[src/rtl/obstacle_sequencer_if.sv]
// Column-side bundle between the obstacle sequencer and its column instances.
interface obstacle_sequencer_if #(
    parameter int unsigned NUM_COLS = 3
);
    logic [NUM_COLS-1:0]    column_idle;
    logic [NUM_COLS-1:0]    will_collide;
    logic [NUM_COLS-1:0]    passed_through;
    logic [NUM_COLS-1:0]    start_moving;
    logic [NUM_COLS*10-1:0] safe_center;

    // Sequencer drives launches and gap centres, columns report status.
    modport master (
        input  column_idle,
        input  will_collide,
        input  passed_through,
        output start_moving,
        output safe_center
    );

    modport slave (
        output column_idle,
        output will_collide,
        output passed_through,
        input  start_moving,
        input  safe_center
    );
endinterface

[src/rtl/obstacle_sequencer.sv]
// Game-level sequencer: launches obstacle columns, assigns pseudo-random safe
// gaps, tracks score / gravity flip and runs the IDLE/RUN/DEAD game state.
module obstacle_sequencer #(
    parameter int unsigned NUM_COLS  = 3,
    parameter int unsigned SPAWN_GAP = 40,
    parameter int unsigned SCORE_W   = 10,
    parameter logic [15:0] LFSR_SEED = 16'hACE1,
    parameter int unsigned SAFE_MIN  = 150,
    parameter int unsigned SAFE_MAX  = 330
) (
    input  logic                   frame_clk,
    input  logic                   Reset_n,
    input  logic                   start_btn,
    obstacle_sequencer_if.master   col,
    output logic [1:0]             game_state,
    output logic                   gravity_flip,
    output logic [SCORE_W-1:0]     score
);
    localparam int unsigned SC_W    = 10;
    localparam int unsigned PC_W    = 4;
    localparam int unsigned SUM_W   = SCORE_W + PC_W;
    localparam int unsigned GAP_W   = $clog2(SPAWN_GAP);
    localparam int unsigned RANGE   = SAFE_MAX - SAFE_MIN;
    localparam logic [GAP_W-1:0] GAP_MAX    = GAP_W'(SPAWN_GAP - 1);
    localparam logic [15:0]      LFSR_TAPS  = 16'hB400;
    localparam logic [15:0]      LFSR_INIT  = (LFSR_SEED == 16'h0000) ? 16'h0001 : LFSR_SEED;
    localparam logic [SC_W-1:0]  CENTRE_RST = SC_W'(240);

    typedef enum logic [1:0] {
        S_IDLE = 2'b00,
        S_RUN  = 2'b01,
        S_DEAD = 2'b10
    } state_t;

    state_t                   r_state;
    logic [GAP_W-1:0]         r_gap_cnt;
    logic [15:0]              r_lfsr;
    logic                     r_btn_q;
    logic [NUM_COLS-1:0]      r_pt_q;
    logic [NUM_COLS-1:0]      r_start_moving;
    logic [NUM_COLS*SC_W-1:0] r_safe_center;
    logic [SCORE_W-1:0]       r_score;
    logic                     r_flip;

    logic                     w_btn_rise;
    logic [NUM_COLS-1:0]      w_pass_rise;
    logic [15:0]              w_lfsr_next;
    logic [7:0]               w_v;
    logic [SC_W-1:0]          w_centre;
    logic [PC_W-1:0]          w_pc;
    logic [SUM_W-1:0]         w_sum;
    logic [SCORE_W-1:0]       w_score_next;
    logic [NUM_COLS-1:0]      w_pick;
    logic                     w_spawn;

    assign w_btn_rise  = start_btn & ~r_btn_q;
    assign w_pass_rise = col.passed_through & ~r_pt_q;
    assign w_lfsr_next = {1'b0, r_lfsr[15:1]} ^ (r_lfsr[0] ? LFSR_TAPS : 16'h0000);

    // Lowest set bit of column_idle as a one-hot launch vector.
    assign w_pick  = col.column_idle & (~col.column_idle + NUM_COLS'(1));
    assign w_spawn = (r_gap_cnt == GAP_MAX) && (|col.column_idle);

    // Fold the low LFSR byte into [0, RANGE] and offset to the safe window.
    always_comb begin
        w_v = r_lfsr[7:0];
        if (w_v > 8'(RANGE)) begin
            w_v = w_v - 8'(RANGE + 1);
        end
        w_centre = SC_W'(SAFE_MIN) + SC_W'(w_v);
    end

    // Count newly passed columns and form the saturated next score.
    always_comb begin
        w_pc = '0;
        for (int unsigned i = 0; i < NUM_COLS; i++) begin
            w_pc = w_pc + PC_W'(w_pass_rise[i]);
        end
        w_sum        = SUM_W'(r_score) + SUM_W'(w_pc);
        w_score_next = (w_sum[SUM_W-1:SCORE_W] != '0) ? {SCORE_W{1'b1}} : w_sum[SCORE_W-1:0];
    end

    // Game state machine with registered launch, centre, score and flip outputs.
    always_ff @(posedge frame_clk or negedge Reset_n) begin
        if (!Reset_n) begin
            r_state        <= S_IDLE;
            r_gap_cnt      <= '0;
            r_lfsr         <= LFSR_INIT;
            r_btn_q        <= 1'b0;
            r_pt_q         <= '0;
            r_start_moving <= '0;
            r_safe_center  <= {NUM_COLS{CENTRE_RST}};
            r_score        <= '0;
            r_flip         <= 1'b0;
        end else begin
            r_btn_q        <= start_btn;
            r_pt_q         <= col.passed_through;
            r_lfsr         <= w_lfsr_next;
            r_start_moving <= '0;
            case (r_state)
                S_IDLE: begin
                    if (w_btn_rise) begin
                        r_state   <= S_RUN;
                        r_score   <= '0;
                        r_flip    <= 1'b0;
                        r_gap_cnt <= GAP_MAX;
                    end
                end
                S_RUN: begin
                    if (|col.will_collide) begin
                        r_state <= S_DEAD;
                    end else begin
                        r_score <= w_score_next;
                        r_flip  <= r_flip ^ w_pc[0];
                        if (w_spawn) begin
                            r_start_moving <= w_pick;
                            for (int unsigned i = 0; i < NUM_COLS; i++) begin
                                if (w_pick[i]) begin
                                    r_safe_center[i*SC_W +: SC_W] <= w_centre;
                                end
                            end
                            r_gap_cnt <= '0;
                        end else if (r_gap_cnt != GAP_MAX) begin
                            r_gap_cnt <= r_gap_cnt + GAP_W'(1);
                        end
                    end
                end
                S_DEAD: begin
                    if (w_btn_rise) begin
                        r_state <= S_IDLE;
                    end
                end
                default: begin
                    r_state <= S_IDLE;
                end
            endcase
        end
    end

    assign col.start_moving = r_start_moving;
    assign col.safe_center  = r_safe_center;
    assign game_state       = r_state;
    assign gravity_flip     = r_flip;
    assign score            = r_score;
endmodule

[src/flat_wrapper.sv]
// flat-port wrapper written by rule: the top's interface ports become plain ports
module obstacle_sequencer_flat 
#(
    parameter int unsigned NUM_COLS  = 3,
    parameter int unsigned SPAWN_GAP = 40,
    parameter int unsigned SCORE_W   = 10,
    parameter logic [15:0] LFSR_SEED = 16'hACE1,
    parameter int unsigned SAFE_MIN  = 150,
    parameter int unsigned SAFE_MAX  = 330
)
  (frame_clk, Reset_n, start_btn, game_state, gravity_flip, score, col_column_idle, col_will_collide, col_passed_through, col_start_moving, col_safe_center);
  obstacle_sequencer_if #(.NUM_COLS(NUM_COLS)) col_i ();
  input  logic frame_clk;
  input  logic Reset_n;
  input  logic start_btn;
  output logic [1:0] game_state;
  output logic gravity_flip;
  output logic [SCORE_W-1:0] score;
  input wire logic [$bits(col_i.column_idle)-1:0] col_column_idle;
  input wire logic [$bits(col_i.will_collide)-1:0] col_will_collide;
  input wire logic [$bits(col_i.passed_through)-1:0] col_passed_through;
  output wire logic [$bits(col_i.start_moving)-1:0] col_start_moving;
  output wire logic [$bits(col_i.safe_center)-1:0] col_safe_center;
  assign col_i.column_idle = col_column_idle;
  assign col_i.will_collide = col_will_collide;
  assign col_i.passed_through = col_passed_through;
  assign col_start_moving = col_i.start_moving;
  assign col_safe_center = col_i.safe_center;
  obstacle_sequencer #(.NUM_COLS(NUM_COLS), .SPAWN_GAP(SPAWN_GAP), .SCORE_W(SCORE_W), .LFSR_SEED(LFSR_SEED), .SAFE_MIN(SAFE_MIN), .SAFE_MAX(SAFE_MAX)) u_core (.frame_clk(frame_clk), .Reset_n(Reset_n), .start_btn(start_btn), .col(col_i), .game_state(game_state), .gravity_flip(gravity_flip), .score(score));
endmodule
[config.mk]
export PLATFORM = sky130hd
export DESIGN_NAME = obstacle_sequencer_flat
export DESIGN_NICKNAME = d
export VERILOG_FILES = /design/src/rtl/obstacle_sequencer_if.sv /design/src/rtl/obstacle_sequencer.sv /design/src/flat_wrapper.sv
export SDC_FILE = /design/constraint.sdc
export NUM_CORES = 1
export LEC_CHECK = 0
export BUFFER_PORTS_ARGS = -buffer_cell sky130_fd_sc_hd__buf_2
export CAP_MARGIN = 0
export CORE_ASPECT_RATIO = 1.5
export CORE_UTILIZATION = 45
export DETAILED_ROUTE_END_ITERATION = 8
export PLACE_DENSITY = 0.7
export SLEW_MARGIN = 20
export SYNTH_ARGS = -nofsm -noshare
export SYNTH_HDL_FRONTEND = slang
export SYNTH_SLANG_ARGS = --single-unit
[constraint.sdc]
create_clock -name frame_clk -period 8.16 [get_ports frame_clk]
set_input_delay 0.816 -clock frame_clk [delete_from_list [all_inputs] [get_ports frame_clk]]
set_output_delay 0.816 -clock frame_clk [all_outputs]
set_load 0.05 [all_outputs]
======== Yosys cells after proc, flatten, opt, wreduce, memory -nomap -nowiden ========
Index checks and enable logic that the tools add are counted.
storage, ports and cells
  register bits after elaboration ......... 72
  word-level logic and storage cells ...... 70
  bits of input ports ..................... 12
  output and inout port bits .............. 46
cells by class
  eq/ne operators ......................... 9
  muxes and demuxes ....................... 21
  bitwise operators ....................... 9
  reductions and logical operators ........ 12
  order comparisons ....................... 1
  $add $sub $neg .......................... 7
operator list
  cell                                                                      count
  10-bit two-way mux                                                        3
  6-bit two-way mux                                                         4
  10-bit one-hot mux with 2 select lines                                    1
  16-bit two-way mux                                                        1
  4-bit AND reduction                                                       4
  15-bit by 16-bit XOR with 16-bit output                                   1
  6-bit one-hot mux with 2 select lines                                     1
  10-bit by 4-bit adder with 11-bit output                                  1
  8-bit by 8-bit adder with 9-bit output (first input constant)             1
  3-bit two-way mux                                                         3
  8-bit > comparator (second input constant)                                1
  8-bit two-way mux                                                         1
  8-bit subtractor (second input constant)                                  1
  6-bit by 1-bit adder with 6-bit output (second input constant)            1
  3-bit bitwise AND                                                         2
  6-bit equality test (second input constant)                               1
  2-bit two-way mux                                                         3
  2-bit by 1-bit inequality test with 1-bit output (second input constant)  3
  6-bit inequality test (second input constant)                             1
  3-bit inverter                                                            2
  2-bit one-hot mux with 3 select lines                                     1
  3-bit AND reduction                                                       2
  3-bit OR reduction                                                        2
  4-bit by 1-bit adder with 4-bit output                                    1
  other kinds (15)                                                          17

======== Longest topological paths before layout ========
Gate-level depths: netlist of the first run.
  depth in word-level cells ............... 9
  mapped depth ............................ 14
  gate-level depth less buffers ........... 13

======== Least setup slack after synthesis of the first run ========
No wires, ideal clock.
  path type ............................... input -> register
  start point ............................. input col_passed_through[0]
  end point ............................... register u_core.r_score[3], in the netlist u_core.score[3]
  arrival ................................. 3.250 ns
  setup time .............................. 0.099 ns
  stages .................................. 14
  required time ........................... 8.061 ns
  path buffers ............................ 1
  path slack .............................. 4.811 ns
  path through ............................ nor2b_1 > inv_1 > fa_1 > inv_1 > ha_1 > inv_1 > fa_1 > nor2b_1 > o2111ai_1 > nand2b_1 > clkbuf_1 > a21oi_1 > nor2_1 > a311oi_1
on the way
  longest elaborated chain between the ends .. 8
RTL lines
  what                                          line                       RTL
  from (decl)                                   flat_wrapper.sv:21         input wire logic [$bits(col_i.passed_through)-1:0] col_passed_through;
  3-bit bitwise AND (*)                         obstacle_sequencer.sv:57   assign w_pass_rise = col.passed_through & ~r_pt_q;
  1-bit by 1-bit adder with 2-bit output (*)    obstacle_sequencer.sv:77   w_pc = w_pc + PC_W'(w_pass_rise[i]);
  4-bit by 1-bit adder with 4-bit output (*)    obstacle_sequencer.sv:77
  10-bit by 4-bit adder with 11-bit output (*)  obstacle_sequencer.sv:79   w_sum = SUM_W'(r_score) + SUM_W'(w_pc);
  4-bit nonzero test                            obstacle_sequencer.sv:80   w_score_next = (w_sum[SUM_W-1:SCORE_W] != '0) ? {SCORE_W{1'b1}} : w_sum[SCORE_W-1:0];
  10-bit two-way mux (*)                        obstacle_sequencer.sv:80
  10-bit two-way mux (*)                        obstacle_sequencer.sv:110  if (|col.will_collide) begin
  10-bit one-hot mux with 2 select lines (*)    obstacle_sequencer.sv:100  case (r_state)
  to (signal assigned)                          obstacle_sequencer.sv:113  r_score <= w_score_next;
  to (decl)                                     obstacle_sequencer.sv:42   logic [SCORE_W-1:0] r_score;
Mark *: on every way between the ends. The rest lies on a longest branch, timed or not. The select of a mux whose other input is x is not followed.
A chain may end at the register's enable or synchronous reset.

======== Worst setup path after layout of the first run ========
Ends and elaborated chain as after synthesis.

==> reports/summary.txt, run 1 <==
=====================================================================================
Outcome                                                                  complete, no violations
Hold buffers post-CTS                                                               0
Startpoint of the most critical hold path                                u_core.r_lfsr[8]$_DFF_PN0_
Class of the most critical hold timing path                                reg -> reg
Buffer depth of the longest clock path                                              2
Number of DRC violations after detailed-routing iteration 0                       174
Vias after detailed routing                                                      2468
DPL Wire Length                                                               4883 um
Share of flip-flops with an asynchronous set or reset                          100.0%
Total Routed Length                                                           6702 um
Hold depth                                                                          0
Sum of buffers and inverters on the critical path                                   4
Critical path's largest stage delay                                           0.49 ns
Max-capacitance violation count                                                     0
Setup TNS                                                                        0 ns
Layout cells sized above 1                                                     31.04%
Die height                                                                   107.4 um
Post-Route Skew                                                           0.005576 ns
Register-to-register path setup slack                                         5.07 ns
Initial core utilization                                                       46.46%
Worst IR drop on VDD                                                        0.1917 mV
Relative slew slack                                                            44.17%
Die Area                                                                    7768 um^2
R2R cell count                                                                     12
Global route overflow                                                               0
Met2 layer usage reported by global route                                      32.38%
Post-placement cell count                                                         448
Routing usage on met3                                                          6.180%
Number of antenna violations at the first check in global routing                   0
Routability congestion estimate                                                0.8660
Clock root cell                                                          sky130_fd_sc_hd__clkbuf_8
Final routed wire length divided by cell count                               14.44 um
Share of the clock period used by the worst path after layout                  40.12%
Power density of the placed cells                                        258.0 nW/um^2
First-pass GRT wire length                                                   11560 um
Number of buffers added by the clock tree synthesis step                            9
Endpoint arrival time on the critical path                                    3.52 ns
Detail Route Antenna Nets                                                           0
Clock latency reported for the late side of the worst-skew pair               0.34 ns
Antenna Cells                                                                       0
Origin of the critical flop-to-flop path                                 u_core.r_lfsr[0]$_DFF_PN1_
Register clock-pin slew on the reported worst setup and hold paths            0.07 ns
Clock net sink count                                                               69
Die boundary width                                                           72.30 um
Seq cells post-synth                                                               69
Overall global routing resource usage                                          19.53%
Standard cell with the maximum stage delay on the critical path          sky130_fd_sc_hd__fa_1
Commonest cells after routing, fill and taps aside                       54 x sky130_fd_sc_hd__buf_2, 49 x sky130_fd_sc_hd__dfrtp_1, 35 x sky130_fd_sc_hd__nand2_1
Net total in the final layout                                                     383
Number of port buffers                                                             54
Required time of the critical path                                            8.41 ns
Via-per-instance ratio                                                          5.319
Post-route DRC violation count                                                      0
Maximum fanout along the worst path                                                 8
Crit. End Element                                                            register
Proportion of netlist area held by the largest area contributor                36.76%
Top Usage Layer GRT                                                              met2
Layout overhead on the synthesized area                                        17.18%
Most Frequent Cell on Critical Path                                      sky130_fd_sc_hd__inv_1
Final Slew Violations                                                               0
Number of cells produced by synthesis                                             308
Largest net degree at the start of global routing                                  70
Count of flip-flops with a built-in enable after synthesis                          0
Cell family contributing the most delay on the critical path              adder cells
Type of the worst setup path                                                in -> reg
Crit. path cell count                                                              14
Filler-free cell count of the finished design                                     464
Post-synth cell types                                                              59
Count of fill cells added during filler insertion                                 650
GR Util met1                                                                   23.08%
Crit path launch type                                                      input port
Sequential-to-total area share from yosys stat                                 52.51%
Number of buffers inserted by post-CTS setup repair                                 0
Most frequent standard cell in the layout excluding fill and tap cells   sky130_fd_sc_hd__buf_2
Total number of H-tree levels                                                       3
Post-cts sizing count                                                               0
Least-Margin Pin Slew                                                       0.8375 ns
Syn. warnings                                                                       0
Core Rows                                                                          38
CTS tree                                                                         done
Average instance area after synthesis                                      10.83 um^2
Sequential cell area                                                        1752 um^2
RSZ-0062 raised after global routing                                               no
Hold violation total from the final report                                          0
Cell types with the largest area share after synthesis                   sky130_fd_sc_hd__dfrtp_1 37%, sky130_fd_sc_hd__dfstp_2 16%, sky130_fd_sc_hd__nand2_1 3.9%
Footprint of the multi-input gates                                          1420 um^2
Endpoint of the most critical register-to-register path                  u_core.col.safe_center[17]$_DFFE_PN1P_
Endpoint of the worst hold path                                          u_core.r_lfsr[7]$_DFF_PN1_
Top_reg_cell synth                                                       sky130_fd_sc_hd__dfrtp_1
Mapped Area                                                                 3336 um^2
Ports                                                                              58
Endpoints failing setup                                                             0
Final min period                                                             3.274 ns
Max Clock Freq                                                              305.4 MHz
Number of global-route vias before repair                                        2414
Final Power                                                                  1.008 mW
Cell taking the most area after synthesis                                sky130_fd_sc_hd__dfrtp_1
Leakage component of the power                                               1.875 nW
Core ar.                                                                    7179 um^2
Critical-path cell list                                                  buf_2 -> nor2b_1 -> inv_1 -> fa_1 -> inv_1 -> ha_1 -> inv_1 -> fa_1 -> nor2b_1 -> o2111ai_1 -> nand2b_1 -> a21oi_1 -> nor2_1 -> a311oi_1
First-pass iteration count of the detailed router                                   4
Minimum hold slack                                                          0.3530 ns
=====================================================================================
how the worst max path moves through the flow:
stage / slack [ns] / from / end
after floorplan: 4.81 / col_passed_through[0] / u_core.score[3]$_DFFE_PN0P_
after global placement: 4.64 / col_passed_through[0] / u_core.score[3]$_DFFE_PN0P_
after detailed placement: 4.55 / col_passed_through[0] / u_core.score[3]$_DFFE_PN0P_
after CTS: 4.91 / col_passed_through[0] / u_core.score[3]$_DFFE_PN0P_
after global routing: 4.71 / col_passed_through[0] / u_core.score[3]$_DFFE_PN0P_
final: 4.89 / col_passed_through[0] / u_core.score[3]$_DFFE_PN0P_
per-stage QoR:
step	instance area [um^2]	setup WS (ns)	util, %
2_1_floorplan	3343	4.811	-
3_3_place_gp	3646	4.642	50.78
3_5_place_dp	3646	4.548	50.78
4_1_cts	3909	4.914	54.44
5_1_grt	3909	4.712	54.44
6_report	3909	4.886	54.44
report_power, final:
part / switching, mW / internal [mW]
sequential: 0.0287 / 0.387
clock: 0.127 / 0.234
combinational: 0.166 / 0.0656
area by class of cell:
class	count	share of cell area (%)
repair buffers	55	7.106
well taps	100	3.201
flip-flops and latches	69	44.81
multi-input cells	205	36.33
clock buffers	10	3.265
clock inverters	6	3.457
inverters	19	1.825
synthesized netlist by cell type, types with 2 or more instances:
| library cell | number |
|---|---|
| sky130_fd_sc_hd__o21ai_0 | 21 |
| sky130_fd_sc_hd__xor2_1 | 8 |
| sky130_fd_sc_hd__nor4b_2 | 2 |
| sky130_fd_sc_hd__a21o_1 | 2 |
| sky130_fd_sc_hd__dfrtp_1 | 49 |
| sky130_fd_sc_hd__inv_1 | 19 |
| sky130_fd_sc_hd__buf_2 | 5 |
| sky130_fd_sc_hd__o2111ai_1 | 2 |
| sky130_fd_sc_hd__nor3_1 | 4 |
| sky130_fd_sc_hd__o22a_1 | 3 |
| sky130_fd_sc_hd__ha_1 | 10 |
| sky130_fd_sc_hd__nand3_1 | 6 |
| sky130_fd_sc_hd__nand2_1 | 35 |
| sky130_fd_sc_hd__o31ai_1 | 4 |
| sky130_fd_sc_hd__a31oi_1 | 5 |
| sky130_fd_sc_hd__nor2_1 | 14 |
| sky130_fd_sc_hd__buf_4 | 6 |
| sky130_fd_sc_hd__dfstp_2 | 20 |
| sky130_fd_sc_hd__o22ai_1 | 2 |
| sky130_fd_sc_hd__nor2b_1 | 5 |
| sky130_fd_sc_hd__and3_1 | 4 |
| sky130_fd_sc_hd__mux2_2 | 10 |
| sky130_fd_sc_hd__nand2b_1 | 5 |
| sky130_fd_sc_hd__nor4_1 | 2 |
| sky130_fd_sc_hd__o21a_1 | 3 |
| sky130_fd_sc_hd__nand4_1 | 2 |
| sky130_fd_sc_hd__fa_1 | 2 |
| sky130_fd_sc_hd__o21bai_1 | 3 |
| sky130_fd_sc_hd__a21oi_1 | 17 |
| sky130_fd_sc_hd__clkbuf_1 | 5 |
| sky130_fd_sc_hd__xnor2_1 | 5 |
cells by family (layout without fill, tap and decap cells):
family | Yosys count | count (layout) | synth area share (%)
xor gates and xnor gates | 13 | 13 | 3.413
buffers and inverters | 36 | 90 | 5.139
AOI/OAI and AO/OA | 79 | 79 | 16.99
other | 1 | 3 | 0.1124
adders and majority gates | 12 | 12 | 4.951
muxes | 10 | 10 | 3.376
and+or+nand+nor | 88 | 88 | 13.50
DFF | 69 | 69 | 52.51
state kept, by name (all words and copies together) (netlist names):
name,count
u_core.score,10
u_core.r_pt_q,3
u_core.r_btn_q,1
u_core.gravity_flip,1
u_core.game_state,2
u_core.col.start_moving,3
u_core.r_lfsr,16
u_core.col.safe_center,27
u_core.r_gap_cnt,6
metal layers:
metal  up-vias  routed length, um  share of wire (%)
met5         -                  0                  0
met4         0                154                2.3
met3        11                316                4.7
met2        58               3405                 51
met1      1220               2825                 42
li1       1179                  -                  -
Note: power is estimated with default switching activity, not from simulation.
==> run 2: changes to the inputs <==
- PLACE_DENSITY: 0.7 -> 0.73
- clock period: 8.16 -> 2.9 ns (I/O delays scaled with it)
==> run 2 against run 1 <==
Via count is 0.53% lower. Core utilization is 1.0 points higher. Die area stayed put. Non-clock buffer count is 10 higher. Global-route usage is 0.19 points higher. Count of clock-buffer cells in the layout is 2 higher. Combinational power grew to 2.9 times the previous value. Clock skew is 0.0043 ns higher. Cell count is 2.2% higher. Worst setup slack worse by 4.7 ns. Critical endpoint unchanged.
==> reports/summary.txt, run 2 (same netlist as run 1, synthesis figures left out) <==
=====================================================================================
Die Area                                                                    7768 um^2
Net total in the final layout                                                     393
Cell family contributing the most delay on the critical path              adder cells
Max-capacitance violation count                                                     0
Largest register FFs                                                               27
Initial core utilization                                                       46.46%
Die height                                                                   107.4 um
First-pass iteration count of the detailed router                                   4
Least-Margin Pin Slew                                                       0.8056 ns
Leakage component of the power                                               1.932 nW
Vias after detailed routing                                                      2455
Buffer depth of the longest clock path                                              2
Final routed wire length divided by cell count                               14.56 um
Number of port buffers                                                             54
Layout overhead on the synthesized area                                        19.35%
Via-per-instance ratio                                                          5.179
Power density of the placed cells                                        680.6 nW/um^2
Outcome                                                                  complete, no violations
Type of the worst setup path                                               reg -> reg
Final min period                                                             2.674 ns
Clock root cell                                                          sky130_fd_sc_hd__clkbuf_8
Most Frequent Cell on Critical Path                                      sky130_fd_sc_hd__inv_1
Die boundary width                                                           72.30 um
Filler-free cell count of the finished design                                     474
Hold violation total from the final report                                          0
Most frequent standard cell in the layout excluding fill and tap cells   sky130_fd_sc_hd__buf_2
Critical path's largest stage delay                                           0.45 ns
Number of DRC violations after detailed-routing iteration 0                       185
Clock net sink count                                                               69
Count of fill cells added during filler insertion                                 624
Overall global routing resource usage                                          19.72%
Maximum fanout along the worst path                                                 5
First-pass GRT wire length                                                   11600 um
Core ar.                                                                    7179 um^2
Combinational power share                                                       24.6%
DPL Wire Length                                                               5183 um
Largest net degree at the start of global routing                                  37
CTS tree                                                                         done
End-of-flow core utilization                                                   55.45%
Switch share                                                                   33.24%
Setup TNS                                                                        0 ns
Final Slew Violations                                                               0
Share of the clock period used by the worst path after layout                  92.19%
Register share of total power                                                   43.3%
Class of the most critical hold timing path                               in -> async
Total number of H-tree levels                                                       3
Detail Route Antenna Nets                                                           0
Standard cell with the maximum stage delay on the critical path          sky130_fd_sc_hd__fa_1
Core Rows                                                                          38
Register clock-pin slew on the reported worst setup and hold paths            0.07 ns
Post-Route Skew                                                           0.009867 ns
Clock power share                                                               32.1%
Required time of the critical path                                            3.14 ns
Net switching power of the design                                           0.9007 mW
Internal power                                                               1.809 mW
Post-placement cell count                                                         457
Clock latency reported for the late side of the worst-skew pair               0.34 ns
Crit path launch type                                                        register
Sum of buffers and inverters on the critical path                                   3
Routability congestion estimate                                                0.8556
Number of global-route vias before repair                                        2463
Number of buffers added by the clock tree synthesis step                            9
Layout cells sized above 1                                                     35.03%
Number of antenna violations at the first check in global routing                   0
RSZ-0062 raised after global routing                                               no
Global route overflow                                                               0
Crit. End Element                                                            register
Ports                                                                              58
Max Clock Freq                                                              374.0 MHz
Endpoint arrival time on the critical path                                    2.91 ns
Worst IR drop on VDD                                                        0.3926 mV
Endpoints failing setup                                                             0
Relative slew slack                                                            46.29%
Post-route DRC violation count                                                      0
Minimum hold slack                                                         0.03567 ns
Critical-path cell list                                                  nor2b_2 -> inv_1 -> fa_1 -> inv_1 -> ha_1 -> inv_1 -> fa_2 -> nor2b_2 -> o2111ai_2 -> nand2b_4 -> a21oi_1 -> nor2_1 -> a311oi_1
Commonest cells after routing, fill and taps aside                       54 x sky130_fd_sc_hd__buf_2, 49 x sky130_fd_sc_hd__dfrtp_1, 35 x sky130_fd_sc_hd__nand2_1
Antenna Cells                                                                       0
Total Routed Length                                                           6903 um
=====================================================================================
==> run 2: what timing repair did <==
item	4_1_cts	5_1_grt
buffers inserted	0	1
pin swaps	0	2
hold buffers	0	0
setup endpoints to repair	1	9
resized for setup	1	7
==> run 2: metal layers <==
layer	share of wire [%]	GRT usage, %	routed length, um	vias up
met4	2.0	8.263	136	0
met2	53	33.85	3663	56
li1	-	-	-	1196
met5	0	0	0	-
met1	40	22.73	2760	1193
met3	5.0	5.524	343	10
==> run 2: layout make-up <==
cell class,count,area (um^2),share of cell area (%)
Inverter,19,71.32,1.791
Timing Repair Buffer,65,352.8,8.862
Tap cell,100,125.1,3.143
Clock inverter,4,70.07,1.760
Multi-Input combinational cell,205,1455,36.55
Sequential cell,69,1752,44.00
Clock buffer,12,155.1,3.897
==> run 2: final timing paths <==
kind	to	from	depth (start not counted)	slack, ns
setup / recovery	u_core.score[3]$_DFFE_PN0P_	u_core.r_pt_q[0]$_DFF_PN0_	13	0.23
hold / removal	u_core.col.safe_center[13]$_DFFE_PN0P_	Reset_n	1	0.04
setup reg to reg	u_core.score[3]$_DFFE_PN0P_	u_core.r_pt_q[0]$_DFF_PN0_	13	0.23
hold reg to reg	u_core.r_lfsr[8]$_DFF_PN0_	u_core.r_lfsr[9]$_DFF_PN0_	0	0.35
max in group asynchronous	u_core.col.safe_center[14]$_DFFE_PN1P_	Reset_n	2	2.06
min in group frame_clk	u_core.r_pt_q[0]$_DFF_PN0_	col_passed_through[0]	1	0.07
==> run 2: power groups by stage <==
| stage | Clock [mW] | Sequential, mW | Combinational [mW] |
|---|---|---|---|
| 2_1_floorplan | 0 | 1.44 | 0.246 |
| 3_3_place_gp | 0 | 1.19 | 0.649 |
| 3_5_place_dp | 0 | 1.19 | 0.664 |
| 4_1_cts | 0.889 | 1.17 | 0.666 |
| 5_1_grt | 0.934 | 1.19 | 0.716 |
| 6_report | 0.869 | 1.17 | 0.667 |
==> run 2: metrics by stage <==
step           power [mW]  instance area [um^2]  setup slack [ns]
2_1_floorplan       1.681                  3343           0.03797
4_1_cts             2.729                  3946           0.05368
5_1_grt             2.841                  3981          0.006791
3_5_place_dp        1.855                  3714          -0.05749
3_3_place_gp        1.835                  3714           0.07709
6_report            2.710                  3981            0.2264
